$ cat config.mk
export PLATFORM = sky130hd
export DESIGN_NAME = bus_mailbox
export DESIGN_NICKNAME = d
export VERILOG_FILES = /design/src/rtl/bus_mailbox.sv
export SDC_FILE = /design/constraint.sdc
export NUM_CORES = 1
export LEC_CHECK = 0
export CORE_MARGIN = 3
export CORE_UTILIZATION = 60
export DETAILED_ROUTE_END_ITERATION = 12
export GPL_ROUTABILITY_DRIVEN = 0
export HOLD_SLACK_MARGIN = 0.15
export PLACE_DENSITY = 0.85
export REMOVE_ABC_BUFFERS = 1
export SYNTH_ARGS = -nofsm -noshare
export SYNTH_HDL_FRONTEND = slang
export SYNTH_SLANG_ARGS = --single-unit
$ cat constraint.sdc
create_clock -name i_clk -period 7.82 [get_ports i_clk]
set_clock_uncertainty 0.2 [all_clocks]
set_input_delay 0.782 -clock i_clk [delete_from_list [all_inputs] [get_ports i_clk]]
set_output_delay 0.782 -clock i_clk [all_outputs]
set_load 0.05 [all_outputs]
$ cat src/rtl/bus_mailbox.sv
// ---------------------------------------------------------------------------
// bus_mailbox
//
// External-bus responder giving the 6502 a byte-wide bidirectional mailbox
// to an on-board host stream. Two FIFOs are provided:
//   H2C: host pushes with valid/ready, CPU pops by reading DATA.
//   C2H: CPU pushes by writing DATA, host drains with valid/ready.
// Register window (offset from BASE_ADDR):
//   +0 DATA    read pops H2C head, write pushes C2H
//   +1 STATUS  {3'b0, underflow, overflow, c2h_empty, c2h_full, h2c_nonempty}
//              write 1 to bit3/bit4 clears the matching sticky flag
//   +2 IRQ_EN  bit0 = irq on H2C non-empty, bit1 = irq on C2H empty
//   +3 COUNT   H2C occupancy (read only)
//
// Ports:
//   i_clk, i_reset_n          clock and synchronous active-low reset
//   i_phi2, i_addr, i_rw,     CPU bus as seen on the MCU external pins
//   i_data
//   o_data, o_sel             combinational read data and window decode
//   i_h2c_data/valid,         host -> CPU stream
//   o_h2c_ready
//   o_c2h_data/valid,         CPU -> host stream
//   i_c2h_ready
//   o_irq                     registered level interrupt request
// ---------------------------------------------------------------------------
module bus_mailbox #(
   parameter logic [15:0] BASE_ADDR  = 16'hB000,
   parameter int          FIFO_DEPTH = 8
) (
   input  logic        i_clk,
   input  logic        i_reset_n,
   input  logic        i_phi2,
   input  logic [15:0] i_addr,
   input  logic        i_rw,
   input  logic [7:0]  i_data,
   output logic [7:0]  o_data,
   output logic        o_sel,
   input  logic [7:0]  i_h2c_data,
   input  logic        i_h2c_valid,
   output logic        o_h2c_ready,
   output logic [7:0]  o_c2h_data,
   output logic        o_c2h_valid,
   input  logic        i_c2h_ready,
   output logic        o_irq
);

   localparam int AW = $clog2(FIFO_DEPTH);
   localparam int CW = AW + 1;

   // FIFO storage (no reset needed: pointers/counts define validity)
   logic [7:0]    h2c_mem [FIFO_DEPTH];
   logic [7:0]    c2h_mem [FIFO_DEPTH];

   logic [AW-1:0] h2c_wr_ptr_reg, h2c_wr_ptr_next;
   logic [AW-1:0] h2c_rd_ptr_reg, h2c_rd_ptr_next;
   logic [CW-1:0] h2c_count_reg,  h2c_count_next;
   logic [AW-1:0] c2h_wr_ptr_reg, c2h_wr_ptr_next;
   logic [AW-1:0] c2h_rd_ptr_reg, c2h_rd_ptr_next;
   logic [CW-1:0] c2h_count_reg,  c2h_count_next;
   logic          overflow_reg,   overflow_next;
   logic          underflow_reg,  underflow_next;
   logic [1:0]    irq_en_reg,     irq_en_next;
   logic          irq_reg,        irq_next;
   logic          phi2_q_reg;
   logic          run_reg;        // low until the first edge after reset release

   // Address decode: subtracting the base makes the window test a single
   // unsigned compare.
   logic [15:0]   addr_off;
   logic [1:0]    reg_off;

   logic h2c_full, h2c_empty, c2h_full, c2h_empty;
   logic commit;
   logic cpu_rd_data, cpu_wr_data, status_wr, irq_en_wr;
   logic h2c_push, h2c_pop, c2h_push, c2h_pop;
   logic overflow_set, underflow_set;
   logic [7:0] status_val;

   assign addr_off = i_addr - BASE_ADDR;
   assign o_sel    = (addr_off < 16'd4);
   assign reg_off  = addr_off[1:0];

   assign h2c_full  = (h2c_count_reg == CW'(FIFO_DEPTH));
   assign h2c_empty = (h2c_count_reg == '0);
   assign c2h_full  = (c2h_count_reg == CW'(FIFO_DEPTH));
   assign c2h_empty = (c2h_count_reg == '0);

   assign o_h2c_ready = i_reset_n && run_reg && !h2c_full;
   assign o_c2h_valid = i_reset_n && !c2h_empty;
   assign o_c2h_data  = c2h_mem[c2h_rd_ptr_reg];
   assign o_irq       = irq_reg;

   // One commit per bus cycle: only the clk edge that first sees phi2 low
   // after it was high qualifies, no matter how long phi2 was high.
   assign commit = i_reset_n && phi2_q_reg && !i_phi2 && o_sel;

   assign cpu_rd_data = commit &&  i_rw && (reg_off == 2'd0);
   assign cpu_wr_data = commit && !i_rw && (reg_off == 2'd0);
   assign status_wr   = commit && !i_rw && (reg_off == 2'd1);
   assign irq_en_wr   = commit && !i_rw && (reg_off == 2'd2);

   // All decisions use pre-edge state: a full FIFO never accepts even if
   // it is being popped in the same cycle.
   assign h2c_push      = i_h2c_valid && o_h2c_ready;
   assign h2c_pop       = cpu_rd_data && !h2c_empty;
   assign underflow_set = cpu_rd_data &&  h2c_empty;
   assign c2h_push      = cpu_wr_data && !c2h_full;
   assign overflow_set  = cpu_wr_data &&  c2h_full;
   assign c2h_pop       = o_c2h_valid && i_c2h_ready;

   assign status_val = {3'b000, underflow_reg, overflow_reg,
                        c2h_empty, c2h_full, !h2c_empty};

   // Read mux: current state only, no preview of a pending pop.
   always_comb begin
      o_data = 8'h00;
      if (o_sel && i_rw) begin
         case (reg_off)
            2'd0:    o_data = h2c_empty ? 8'h00 : h2c_mem[h2c_rd_ptr_reg];
            2'd1:    o_data = status_val;
            2'd2:    o_data = {6'b000000, irq_en_reg};
            default: o_data = 8'(h2c_count_reg);
         endcase
      end
   end

   always_comb begin
      h2c_wr_ptr_next = h2c_wr_ptr_reg + AW'(h2c_push);
      h2c_rd_ptr_next = h2c_rd_ptr_reg + AW'(h2c_pop);
      h2c_count_next  = h2c_count_reg + CW'(h2c_push) - CW'(h2c_pop);
      c2h_wr_ptr_next = c2h_wr_ptr_reg + AW'(c2h_push);
      c2h_rd_ptr_next = c2h_rd_ptr_reg + AW'(c2h_pop);
      c2h_count_next  = c2h_count_reg + CW'(c2h_push) - CW'(c2h_pop);

      overflow_next  = (overflow_reg  && !(status_wr && i_data[3])) || overflow_set;
      underflow_next = (underflow_reg && !(status_wr && i_data[4])) || underflow_set;
      irq_en_next    = irq_en_wr ? i_data[1:0] : irq_en_reg;

      // IRQ reflects the state after this edge, hence the _next terms.
      irq_next = (irq_en_next[0] && (h2c_count_next != '0)) ||
                 (irq_en_next[1] && (c2h_count_next == '0));
   end

   always_ff @(posedge i_clk) begin
      if (!i_reset_n) begin
         h2c_wr_ptr_reg <= '0;
         h2c_rd_ptr_reg <= '0;
         h2c_count_reg  <= '0;
         c2h_wr_ptr_reg <= '0;
         c2h_rd_ptr_reg <= '0;
         c2h_count_reg  <= '0;
         overflow_reg   <= 1'b0;
         underflow_reg  <= 1'b0;
         irq_en_reg     <= 2'b00;
         irq_reg        <= 1'b0;
         phi2_q_reg     <= 1'b0;
         run_reg        <= 1'b0;
      end else begin
         h2c_wr_ptr_reg <= h2c_wr_ptr_next;
         h2c_rd_ptr_reg <= h2c_rd_ptr_next;
         h2c_count_reg  <= h2c_count_next;
         c2h_wr_ptr_reg <= c2h_wr_ptr_next;
         c2h_rd_ptr_reg <= c2h_rd_ptr_next;
         c2h_count_reg  <= c2h_count_next;
         overflow_reg   <= overflow_next;
         underflow_reg  <= underflow_next;
         irq_en_reg     <= irq_en_next;
         irq_reg        <= irq_next;
         phi2_q_reg     <= i_phi2;
         run_reg        <= 1'b1;
      end
   end

   always_ff @(posedge i_clk) begin
      if (h2c_push) begin
         h2c_mem[h2c_wr_ptr_reg] <= i_h2c_data;
      end
      if (c2h_push) begin
         c2h_mem[c2h_wr_ptr_reg] <= i_data;
      end
   end

endmodule

=== Word-level counts from Yosys, hierarchy flattened ===
Memories as Yosys holds them, arrays and structs flattened. A register that Yosys moved wholly into a read port is not among the register bits.
Cells that the tools add are included.

* Register bits after elaboration: 27
* Memory bits (writable): 128
* Input bits: 38
* Output and inout bits: 20
* Word-level logic and storage cells: 80
* Memories kept: 2

* $add $sub $neg: 9
* Order comparisons: 1
* Eq/ne operators: 4
* Mux-type cells: 11
* Reductions and logical operators: 41

{| class="wikitable"
|+ Memory list
! memory !! words !! bits a word !! rd ports !! clocked after memory_dff !! write ports !! RTL line !! RTL
|-
| c2h_mem || 8 || 8 || 1 || 1 || 1 || 52 || <nowiki>logic [7:0] c2h_mem [FIFO_DEPTH];</nowiki>
|-
| h2c_mem || 8 || 8 || 1 || 1 || 1 || 51 || <nowiki>logic [7:0] h2c_mem [FIFO_DEPTH];</nowiki>
|}

{| class="wikitable"
|+ Operator list
! operator !! count
|-
| 1-bit logical AND || 25
|-
| 8-bit case mux with 3 select lines || 1
|-
| 16-bit by 3-bit less-than comparator with 1-bit output (second input constant) || 1
|-
| 8-bit two-way mux || 2
|-
| 16-bit subtractor (second input constant) || 1
|-
| 3-bit by 1-bit adder with 3-bit output || 4
|-
| 4-bit logical NOT || 3
|-
| 4-bit by 1-bit adder with 4-bit output || 2
|-
| 4-bit == test (second input constant) || 2
|-
| 1-bit logical NOT || 8
|-
| 4-bit by 1-bit subtractor with 4-bit output || 2
|-
| 3-bit two-way mux || 2
|-
| 1-bit two-way mux || 5
|-
| 4-bit nonzero test || 1
|-
| 1-bit logical OR || 3
|-
| 2-bit by 1-bit == test with 1-bit output (second input constant) || 1
|-
| 2-bit == test (second input constant) || 1
|-
| 2-bit logical NOT || 1
|-
| 2-bit two-way mux || 1
|}

=== Depth between registers and ports, before layout ===
* Depth in word-level cells: 11
* Depth in mapped cells: 15

=== Worst setup path before layout ===
Ideal clock, no wire load.

* Path kind: input -> register
* Start: in i_reset_n
* End: reg irq_reg (netlist: o_irq)
* Setup time: 0.075 ns
* Arrival: 3.515 ns
* Data required time: 7.545 ns
* Path slack: 4.030 ns
* Stages: 13
* Buffers on the path: 1
* Cells stage by stage: clkbuf_1 > inv_2 > a21oi_1 > and2_1 > ha_1 > inv_1 > ha_1 > inv_1 > fa_1 > xnor2_1 > nor3b_1 > nand3_1 > o22ai_1

* Elaborated cells on any way between the ends: 25

{| class="wikitable"
|+ RTL lines
! what !! RTL line !! RTL
|-
| start: declaration || 31 || <nowiki>input logic i_reset_n,</nowiki>
|-
| 1-bit logical AND || 89 || <nowiki>assign o_c2h_valid = i_reset_n && !c2h_empty;</nowiki>
|-
| via o_c2h_valid || 42 || <nowiki>output logic o_c2h_valid,</nowiki>
|-
| 1-bit logical AND || 109 || <nowiki>assign c2h_pop = o_c2h_valid && i_c2h_ready;</nowiki>
|-
| 4-bit by 1-bit subtractor with 4-bit output || 133 || <nowiki>c2h_count_next = c2h_count_reg + CW'(c2h_push) - CW'(c2h_pop);</nowiki>
|-
| 4-bit logical NOT || 141 || <nowiki>(irq_en_next[1] && (c2h_count_next == '0));</nowiki>
|-
| 1-bit logical AND || 141 ||
|-
| 1-bit logical OR || 140 || <nowiki>irq_next = (irq_en_next[0] && (h2c_count_next != '0)) ||</nowiki>
|-
| end signal: assignment || 168 || <nowiki>irq_reg <= irq_next;</nowiki>
|-
| end: declaration || 63 || <nowiki>logic irq_reg, irq_next;</nowiki>
|}

The timed path passes the listed nets, and every way through them passes these cells.
A chain may end at the register's enable or synchronous reset.

==> impl_metrics.ini <==
[worst_setup_path]
cpMaxStageDelayCell = sky130_fd_sc_hd__dfxtp_1
critPathLaunchType = register
crit_path_end = o_data[2]
path_length_in_cells_of_the_critical_path = 5
crit_path_buf_inv_count = 1
cp-end-kind = output pin
criticalPathCategory = register to output pin
worst_setup_path_startpoint = h2c_rd_ptr_reg[0]
worstPathCellList = mux4_2, mux2i_1, o22ai_1, o211a_1, clkdlybuf4s50_1
timing.reg2reg.setup_slack_ns = 4.76
critical-path-top-delay-family = flip-flops
worstReg2RegStart = c2h_count_reg[2]
cp.arrival_ns = 3.51
r2r_end = o_irq
timing.critical_path.slowest_cell_delay_ns = 1.07
largest_fanout_of_any_net_on_the_critical_path = 17
reg2reg_depth = 14
crit_required_ns = 6.84

[job]
max_cap_viol_count = 0

[logic_synthesis]
syn_inst = 374
avgSynthCellArea_um2 = 17.3
yosysSeqAreaShare = 0.677
yosysWarningCount = 0
synth.ff_latch_count = 155
edff_count_synth = 128
synth_top_flop_cell = sky130_fd_sc_hd__edfxtp_1
postSynth.asyncResetShare = 0
mappedNetlistArea_um2 = 6480
netlist-cell-type-count = 40

[finish]
layout-drive-gt1-share = 0.196
number_of_antenna_diodes = 0
stdcell_area_um2 = 7840
reg_top3 = c2h_mem (64), h2c_mem (64)
layout-area-overhead-vs-synth_pct = 21.0
finalNonFillerCells = 591
mostFrequentLayoutCell = sky130_fd_sc_hd__edfxtp_1
nets = 502
highest_count_cells_in_the_layout_ignoring_fill_and_taps = sky130_fd_sc_hd__edfxtp_1, sky130_fd_sc_hd__clkdlybuf4s50_1, sky130_fd_sc_hd__mux4_2

[timing]
fin_tns_setup_ns = 0
post_route_worst_hold_slack_ns = 0.368
layout_worst_path_cycle_share = 0.575
slew_viol_final = 0
report.final.hold_viol_count = 0
fmax_mhz = 222
setup_viol_count_final = 0
grt_setup_unrepaired = false
slew_headroom = 0.229
worstMarginPinSlew_ns = 1.15
final_period_minus_worst_setup_slack_ns = 4.50

[floorplan]
die_x_um = 110
floorplan.initialDensity = 0.622
std_cell_rows = 37
die_area_um2 = 12100
num_io_pins = 58
dieHeight_um = 110
placeable_area_um2 = 10400

[global_routing]
grt_max_degree = 23
grt_first_pass_wirelength_um = 20000
antenna_found_initial = 0
groute.usage.overall = 0.236
grt_pass1_vias = 3615
global_route.overflow_total = 0

[routing]
via_count = 3581
detail-route-antenna-nets = 0
wirelength_um = 13000
avgRoutedWirePerCell_um = 22.0
drc_errors = 0
dr.pass1.iters = 5
route.detailed.vias_per_inst = 6.06
drt_first_iter_violations = 450

[clock_tree]
holdBufCountCts = 0
clk-insertion-delay-late_ns = 0.53
tritoncts = done
tritoncts.num_buffers = 17
cts_root_buffer = sky130_fd_sc_hd__clkbuf_8
cts_setup_buffers = 0
ctsLongestPathBuffers = 2
tritoncts_num_sinks = 155
clock_tree.htree_level_count = 4
post_cts_resized = 0
clkTransAtPathRegs_ns = 0.06

[placement]
io_buffers = 57
dpl_cell_area_um2 = 7200
dpl.cell_count = 559
hpwl_um = 8310

[min_path]
holdCritPathClass = register to register

[pwr]
power.total_mw = 2.00
leakage_nw = 2.67
pwr_density_cell_nw_per_um2 = 255
vdd.ir_drop.worst_mv = 0.208

[status]
result_of_the_run = finished, final reports clean
## per-stage QoR
step	setup slack, ns	utilization
2_1_floorplan	4.12	-
3_3_place_gp	3.53	0.691
3_5_place_dp	3.43	0.691
4_1_cts	3.26	0.752
5_1_grt	3.10	0.752
6_report	3.32	0.752
## layout make-up
class,count,area (um2)
clock buffer,18,418
clock inverter,14,216
fill,586,2580
inverter,16,60.1
multi-input combinational,188,1960
sequential,155,4380
tap,136,170
timing repair buffer,64,623
## worst min-delay path, delay by kind of cell, from the launching register on
family	cells	cell delay [ns]
flops	1	0.35
mux	1	0.10
simple gates	1	0.09
## cells by family (layout without fill, tap and decap cells)
group / Yosys count / after routing / synth area share
fa+ha+maj: 22 / 22 / 0.0448
xor+xnor: 8 / 8 / 0.0108
compound gates: 25 / 25 / 0.0253
simple gates: 82 / 82 / 0.0802
mux: 51 / 51 / 0.142
flops: 155 / 155 / 0.677
buf+inv: 31 / 112 / 0.0199
## worst min-delay path by stage
| stage | start | to | slack, ns | cells after the start |
|---|---|---|---|---|
| final | irq_en_reg[1] | irq_en_reg[1] | 0.37 | 2 |
| after global routing | irq_en_reg[1] | irq_en_reg[1] | 0.38 | 2 |
| after CTS | irq_en_reg[1] | irq_en_reg[1] | 0.37 | 2 |
| after detailed placement | overflow_reg | overflow_reg | 0.32 | 2 |
| after global placement | irq_en_reg[0] | irq_en_reg[0] | 0.31 | 2 |
| after floorplan | irq_en_reg[0] | irq_en_reg[0] | 0.28 | 2 |
## cells in the mapped netlist (2+ instances only)
library cell,number,area [um2]
sky130_fd_sc_hd__mux2i_1,11,110
sky130_fd_sc_hd__nor3_1,6,30.0
sky130_fd_sc_hd__a21oi_1,8,40.0
sky130_fd_sc_hd__a21o_1,2,15.0
sky130_fd_sc_hd__and2_1,18,113
sky130_fd_sc_hd__inv_1,14,52.6
sky130_fd_sc_hd__fa_1,2,40.0
sky130_fd_sc_hd__inv_2,2,7.51
sky130_fd_sc_hd__o21ai_0,4,20.0
sky130_fd_sc_hd__ha_1,20,250
sky130_fd_sc_hd__o211a_1,3,30.0
sky130_fd_sc_hd__mux4_2,32,721
sky130_fd_sc_hd__nor2_1,27,101
sky130_fd_sc_hd__nand3_1,2,10.0
sky130_fd_sc_hd__a311oi_1,2,17.5
sky130_fd_sc_hd__buf_4,2,15.0
sky130_fd_sc_hd__nand2b_1,4,25.0
sky130_fd_sc_hd__xnor2_1,6,52.6
sky130_fd_sc_hd__xor2_1,2,17.5
sky130_fd_sc_hd__o22ai_1,3,18.8
sky130_fd_sc_hd__nand2_1,11,41.3
sky130_fd_sc_hd__dfxtp_1,27,541
sky130_fd_sc_hd__mux2_2,8,90.1
sky130_fd_sc_hd__edfxtp_1,128,3840
sky130_fd_sc_hd__buf_1,2,7.51
sky130_fd_sc_hd__buf_2,4,20.0
sky130_fd_sc_hd__nor4_4,5,106
sky130_fd_sc_hd__clkbuf_1,7,26.3
## metal layers
| layer | part of all wire | routed length [um] | global-route usage | vias to the layer above |
|---|---|---|---|---|
| met4 | 0.015 | 199 | 0.0695 | 0 |
| li1 | - | - | - | 1588 |
| met3 | 0.066 | 854 | 0.0611 | 23 |
| met5 | 0 | 0 | 0 | - |
| met1 | 0.37 | 4830 | 0.290 | 1806 |
| met2 | 0.55 | 7110 | 0.413 | 164 |
## where the power goes
group	switching (mW)	internal, mW
registers	0.0205	0.905
clock network	0.315	0.552
logic	0.107	0.0989
total	0.443	1.56
Note: power is estimated with default switching activity, not from simulation.
==> patch 1, RTL diff (same flow settings) <==
The output `o_irq` loses its register stage (`irq_reg` becomes a continuous assignment).
--- a/src/rtl/bus_mailbox.sv
+++ b/src/rtl/bus_mailbox.sv
@@ -154,3 +154,2 @@
          irq_en_reg     <= 2'b00;
-         irq_reg        <= 1'b0;
          phi2_q_reg     <= 1'b0;
@@ -167,3 +166,2 @@
          irq_en_reg     <= irq_en_next;
-         irq_reg        <= irq_next;
          phi2_q_reg     <= i_phi2;
@@ -172,2 +170,4 @@
    end
+
+   assign irq_reg = irq_next;
 
Check against the original RTL: not equivalent (Yosys sat finds a counterexample within 4 cycles, from zero or initial values and one cycle with i_reset_n low).
==> patch 1 against the unedited design <==
- synthesized cell count decreased by 0.80%
- final area shrank 1.4%
- clock power is 9.6% lower
- routed wire length fell by 3.1%
- critical endpoint is now o_irq
- worst setup slack worse by 1200 ps
- non-clock buffer count did not move
- sequential cell count decreased by 1
- hold slack got worse by 9.1 ps
- total power decreased by 4.7%
- maximum frequency decreased by 22%
- first-iteration DRC count fell by 60%
- sequential power fell by 0.5%
- sequential share of layout area increased by 0.56 points
- area after synthesis barely moved
==> patch 1: results (changes against the unedited design) <==
Worst setup path:
- The delay contributed by the slowest stage of the critical path was 720 ps (was 1070 ps).
- The family with the most delay on the worst path is simple AND/OR/NAND/NOR gates (was flip-flops).
- The launching instance or port of the critical path is i_addr[11] (was h2c_rd_ptr_reg[0]$_SDFF_PN0_).

Placed design:
- The HPWL after detailed placement is 8090 um (was 8310 um).
- The cell area after placement was 7140 um^2 (was 7200 um^2).

Cells and area:
- The share of the final layout cell area in sequential cells is 56.5% (was 55.9%).
- The non-clock inverter total of the final layout is 15 (was 16).
- The net total in the final layout is 499 (was 502).
- The filler cell count is 599 (was 586).
- The share of final layout cell area taken by non-clock buffers was 8.07% (was 7.95%).
- The number of multi-input combinational cells is 187 (was 188).

Power and ir drop:
- The power share of the clock group is 41.2% (was 43.4%).
- The combinational cell power is 0.000200 W (was 0.000206 W).

Routing:
- The routed length on met2 is 6860 um (was 7110 um).
- The routed length on met3 is 678 um (was 854 um).
- The total iterations of the first detailed-routing run came to 6 (was 5).
- The number of vias in the routed layout is 3,454 (was 3,581).

Yosys:
- The top cell type's share of synthesized area is 59.4% (was 59.3%).
- The adder-cell share of the synthesized area is 4.48% (about the same).
- The count of different cell masters after synthesis came to 44 (was 40).
- The average cell area after synthesis is 17.4 um^2 (was 17.3 um^2).
- Top post-synthesis cells by area: sky130_fd_sc_hd__edfxtp_1, sky130_fd_sc_hd__dfxtp_1, sky130_fd_sc_hd__mux4_2, sky130_fd_sc_hd__mux4_1, sky130_fd_sc_hd__ha_1 (was sky130_fd_sc_hd__edfxtp_1, sky130_fd_sc_hd__mux4_2, sky130_fd_sc_hd__dfxtp_1, sky130_fd_sc_hd__ha_1, sky130_fd_sc_hd__and2_1).
- The share of the yosys chip area belonging to registers is 67.4% (was 67.7%).

Global route:
- The pin count of the biggest net entering global routing came to 20 (was 23).
- The via count of the first global-routing pass was 3,679 (was 3,615).

Status:
- Outcome: finished clean (unchanged).
patch 1: cell count changes in the layout (fill, tap and decap cells not counted), moves of 3 or more:
cell / delta
sky130_fd_sc_hd__mux4_1: +10
sky130_fd_sc_hd__mux4_2: -10
sky130_fd_sc_hd__inv_8: +7
sky130_fd_sc_hd__bufinv_16: -5
sky130_fd_sc_hd__nor4_4: -5
sky130_fd_sc_hd__clkinv_2: -3
sky130_fd_sc_hd__clkinv_8: +3
patch 1: stage by stage:
stage / setup WS [ps] / hold WS, ps / power (W) / std cells / utilization, %
after floorplan: 3000 / 283 / 0.00106 / 356 / -
after global placement: 2320 / 317 / 0.00113 / 556 / 68.6
after detailed placement: 2070 / 328 / 0.00114 / 556 / 68.6
after CTS: 2040 / 348 / 0.00192 / 588 / 74.2
after global routing: 1950 / 403 / 0.00197 / 588 / 74.2
final: 2070 / 359 / 0.00191 / 588 / 74.2
patch 1: how the worst min path moves through the flow:
stage                              from                  endpoint  slack [ps]  cells after the start
2_1_floorplan  irq_en_reg[0]$_SDFF_PN0_  irq_en_reg[0]$_SDFF_PN0_         280                      2
3_3_place_gp   irq_en_reg[1]$_SDFF_PN0_  irq_en_reg[1]$_SDFF_PN0_         320                      2
3_5_place_dp   irq_en_reg[0]$_SDFF_PN0_  irq_en_reg[0]$_SDFF_PN0_         330                      2
4_1_cts        irq_en_reg[1]$_SDFF_PN0_  irq_en_reg[1]$_SDFF_PN0_         350                      2
5_1_grt        irq_en_reg[1]$_SDFF_PN0_  irq_en_reg[1]$_SDFF_PN0_         400                      2
6_report       irq_en_reg[1]$_SDFF_PN0_  irq_en_reg[1]$_SDFF_PN0_         360                      2
patch 1: metal layers:
layer  vias up  GRT usage, %
li1       1580             -
met1      1745          27.7
met2       110          39.9
met3        19          6.17
met4         0          7.93
met5         -             0
==> patch 2, RTL diff (same flow settings) <==
Made on the original files. Change the parameter `FIFO_DEPTH` from 8 to 16.
--- a/src/rtl/bus_mailbox.sv
+++ b/src/rtl/bus_mailbox.sv
@@ -27,3 +27,3 @@
    parameter logic [15:0] BASE_ADDR  = 16'hB000,
-   parameter int          FIFO_DEPTH = 8
+   parameter int          FIFO_DEPTH = 16
 ) (
Formal check against the unedited RTL: not equivalent (a bounded check fails within 10 cycles, from zero or initial values and one cycle with i_reset_n low).
==> patch 2 against the unedited design <==
- area after synthesis increased by 83%
- routed wire length increased by 86%
- maximum frequency decreased by 0.68%
- clock power increased by 51%
- via count increased by 70%
- first-iteration DRC count increased by 29%
- total power increased by 68%
- cell count increased by 66%
- final area increased by 72%
- global-route usage decreased by 0.75 points
- sequential cell count increased by 134
- worst setup slack got worse by 31 ps
- largest cell class unchanged
==> patch 2: results (changes against the unedited design) <==
Yosys:
- Top post-synthesis cells by area: sky130_fd_sc_hd__edfxtp_1, sky130_fd_sc_hd__mux4_2, sky130_fd_sc_hd__dfxtp_1, sky130_fd_sc_hd__mux4_1, sky130_fd_sc_hd__ha_1 (was sky130_fd_sc_hd__edfxtp_1, sky130_fd_sc_hd__mux4_2, sky130_fd_sc_hd__dfxtp_1, sky130_fd_sc_hd__ha_1, sky130_fd_sc_hd__and2_1).
- The count of flip-flops with a built-in enable after synthesis came to 256 (was 128).
- The share of synthesized registers carrying an async set or reset came to 0% (unchanged).
- The count of different cell masters after synthesis is 52 (was 40).
- The share of the yosys chip area belonging to registers is 70.5% (was 67.7%).
- Leading cell types by count after synthesis: sky130_fd_sc_hd__edfxtp_1, sky130_fd_sc_hd__mux4_2, sky130_fd_sc_hd__nor2_1 (was sky130_fd_sc_hd__edfxtp_1, sky130_fd_sc_hd__mux4_2, sky130_fd_sc_hd__dfxtp_1, sky130_fd_sc_hd__nor2_1, sky130_fd_sc_hd__ha_1).

Global route:
- The wire length of the first global-routing pass came to 37,600 um (was 20,000 um).
- The via count of the first global-routing pass is 6,360 (was 3,615).
- The pin count of the biggest net entering global routing was 39 (was 23).

Placed design:
- The HPWL after detailed placement is 14,700 um (was 8310 um).
- The cell area after placement is 12,600 um^2 (was 7200 um^2).

Cells and area:
- The net total in the final layout is 757 (was 502).
- The proportion of layout cells with a drive suffix above 1 was 17.8% (was 19.6%).
- Registers with the most flip-flops: c2h_mem (128), h2c_mem (128) (was c2h_mem (64), h2c_mem (64)).

Routing:
- The number of DRC violations after detailed-routing iteration 0 came to 582 (was 450).
- The final wirelength came to 24,100 um (was 13,000 um).
- The number of vias in the routed layout is 6,103 (was 3,581).

CTS:
- The number of buffers inserted during clock tree synthesis is 28 (was 17).
- The count of H-tree levels built during CTS is 1 (was 4).
- The maximum number of buffers from clock root to sink is 3 (was 2).
- The root buffer cell is sky130_fd_sc_hd__clkbuf_16 (was sky130_fd_sc_hd__clkbuf_8).

Worst setup path:
- The maximum fanout encountered on the critical timing path came to 6 (was 17).
- The logic depth of the worst register-to-register path is 15 (was 14).
- The startpoint of the lowest-slack register-to-register path is h2c_count_reg[2]$_SDFF_PN0_ (was c2h_count_reg[2]$_SDFF_PN0_).
- The setup slack of the most critical reg-to-reg path is 3760 ps (was 4760 ps).

STA:
- The relative slew slack is 26.1% (was 22.9%).

Hold path:
- The capture endpoint of the worst hold path is underflow_reg$_SDFF_PN0_ (was irq_en_reg[1]$_SDFF_PN0_).
- The launch point of the worst hold path was underflow_reg$_SDFF_PN0_ (was irq_en_reg[1]$_SDFF_PN0_).
- The number of cells traversed by the worst hold path is 1 (was 2).

Status:
- Outcome: finished clean (unchanged).

Power and ir drop:
- The peak ir drop on the vdd network came to 0.000205 V (was 0.000208 V).
- The cell leakage power is 4.33 nW (was 2.67 nW).
patch 2: changes by cell type in the layout (fill, tap and decap cells not counted), moves of 6 or more:
| cell | before | now |
|---|---|---|
| sky130_fd_sc_hd__nand3_1 | 2 | 8 |
| sky130_fd_sc_hd__mux4_2 | 32 | 62 |
| sky130_fd_sc_hd__nand3b_1 | 0 | 8 |
| sky130_fd_sc_hd__clkbuf_16 | 16 | 29 |
| sky130_fd_sc_hd__xor2_1 | 2 | 8 |
| sky130_fd_sc_hd__clkbuf_1 | 1 | 8 |
| sky130_fd_sc_hd__edfxtp_1 | 128 | 256 |
| sky130_fd_sc_hd__nor2_1 | 27 | 52 |
| sky130_fd_sc_hd__nor3_2 | 0 | 6 |
| sky130_fd_sc_hd__mux4_1 | 0 | 11 |
patch 2: where the power goes:
group	switching [W]	leakage [nW]	internal [W]	total (W)
Sequential	0.0000144	2.57	0.00170	0.00171
Combinational	0.000184	1.31	0.000161	0.000346
Clock	0.000537	0.443	0.000773	0.00131
patch 2: per-stage QoR:
step                hold slack, ps  setup WS, ps  cells
CTS                            348          3290    979
global placement               309          3260    927
floorplan                      279          3400    604
finish                         358          3290    979
detailed placement             327          2980    927
global route                   392          3220    979
patch 2: per-layer routing:
layer	GRT usage [%]	up-vias	share of wire (%)
li1	-	2654	-
met1	29.8	3192	38
met2	40.7	213	54
met3	3.38	44	5.6
met4	6.44	0	2.4
met5	0	-	0
patch 2: kinds of logic after synthesis:
logic type | count (synthesis) | share of synthesized area (%)
compound gates | 33 | 1.82
xor+xnor | 16 | 1.18
fa+ha+maj | 22 | 2.45
buf+inv | 50 | 2.30
flops | 289 | 70.5
mux | 85 | 15.3
simple gates | 143 | 6.50
patch 2: layout make-up:
class                      count  area [um^2]
timing repair buffer          63          616
multi-input combinational    299         3250
inverter                      16         60.1
clock buffer                  40          797
sequential                   289         8350
tap                          260          325
fill                        1152         5510
clock inverter                12          110
patch 2: how the worst max path moves through the flow:
| stage | end | depth (start not counted) | start |
|---|---|---|---|
| global route | o_data[2] | 7 | i_addr[7] |
| detailed placement | o_irq$_SDFF_PN0_ | 16 | i_addr[9] |
| CTS | o_data[2] | 7 | i_addr[9] |
| finish | o_data[2] | 7 | i_addr[9] |
| floorplan | o_data[5] | 5 | i_addr[7] |
| global placement | o_irq$_SDFF_PN0_ | 16 | i_addr[10] |
patch 2: worst max-delay path, cell delays in order:
cell	delay, ps
sky130_fd_sc_hd__clkdlybuf4s50_1	410
sky130_fd_sc_hd__nor4_1	270
sky130_fd_sc_hd__and4_1	360
sky130_fd_sc_hd__nand2_2	130
sky130_fd_sc_hd__or4_4	510
sky130_fd_sc_hd__o21ai_0	240
sky130_fd_sc_hd__clkdlybuf4s50_1	840
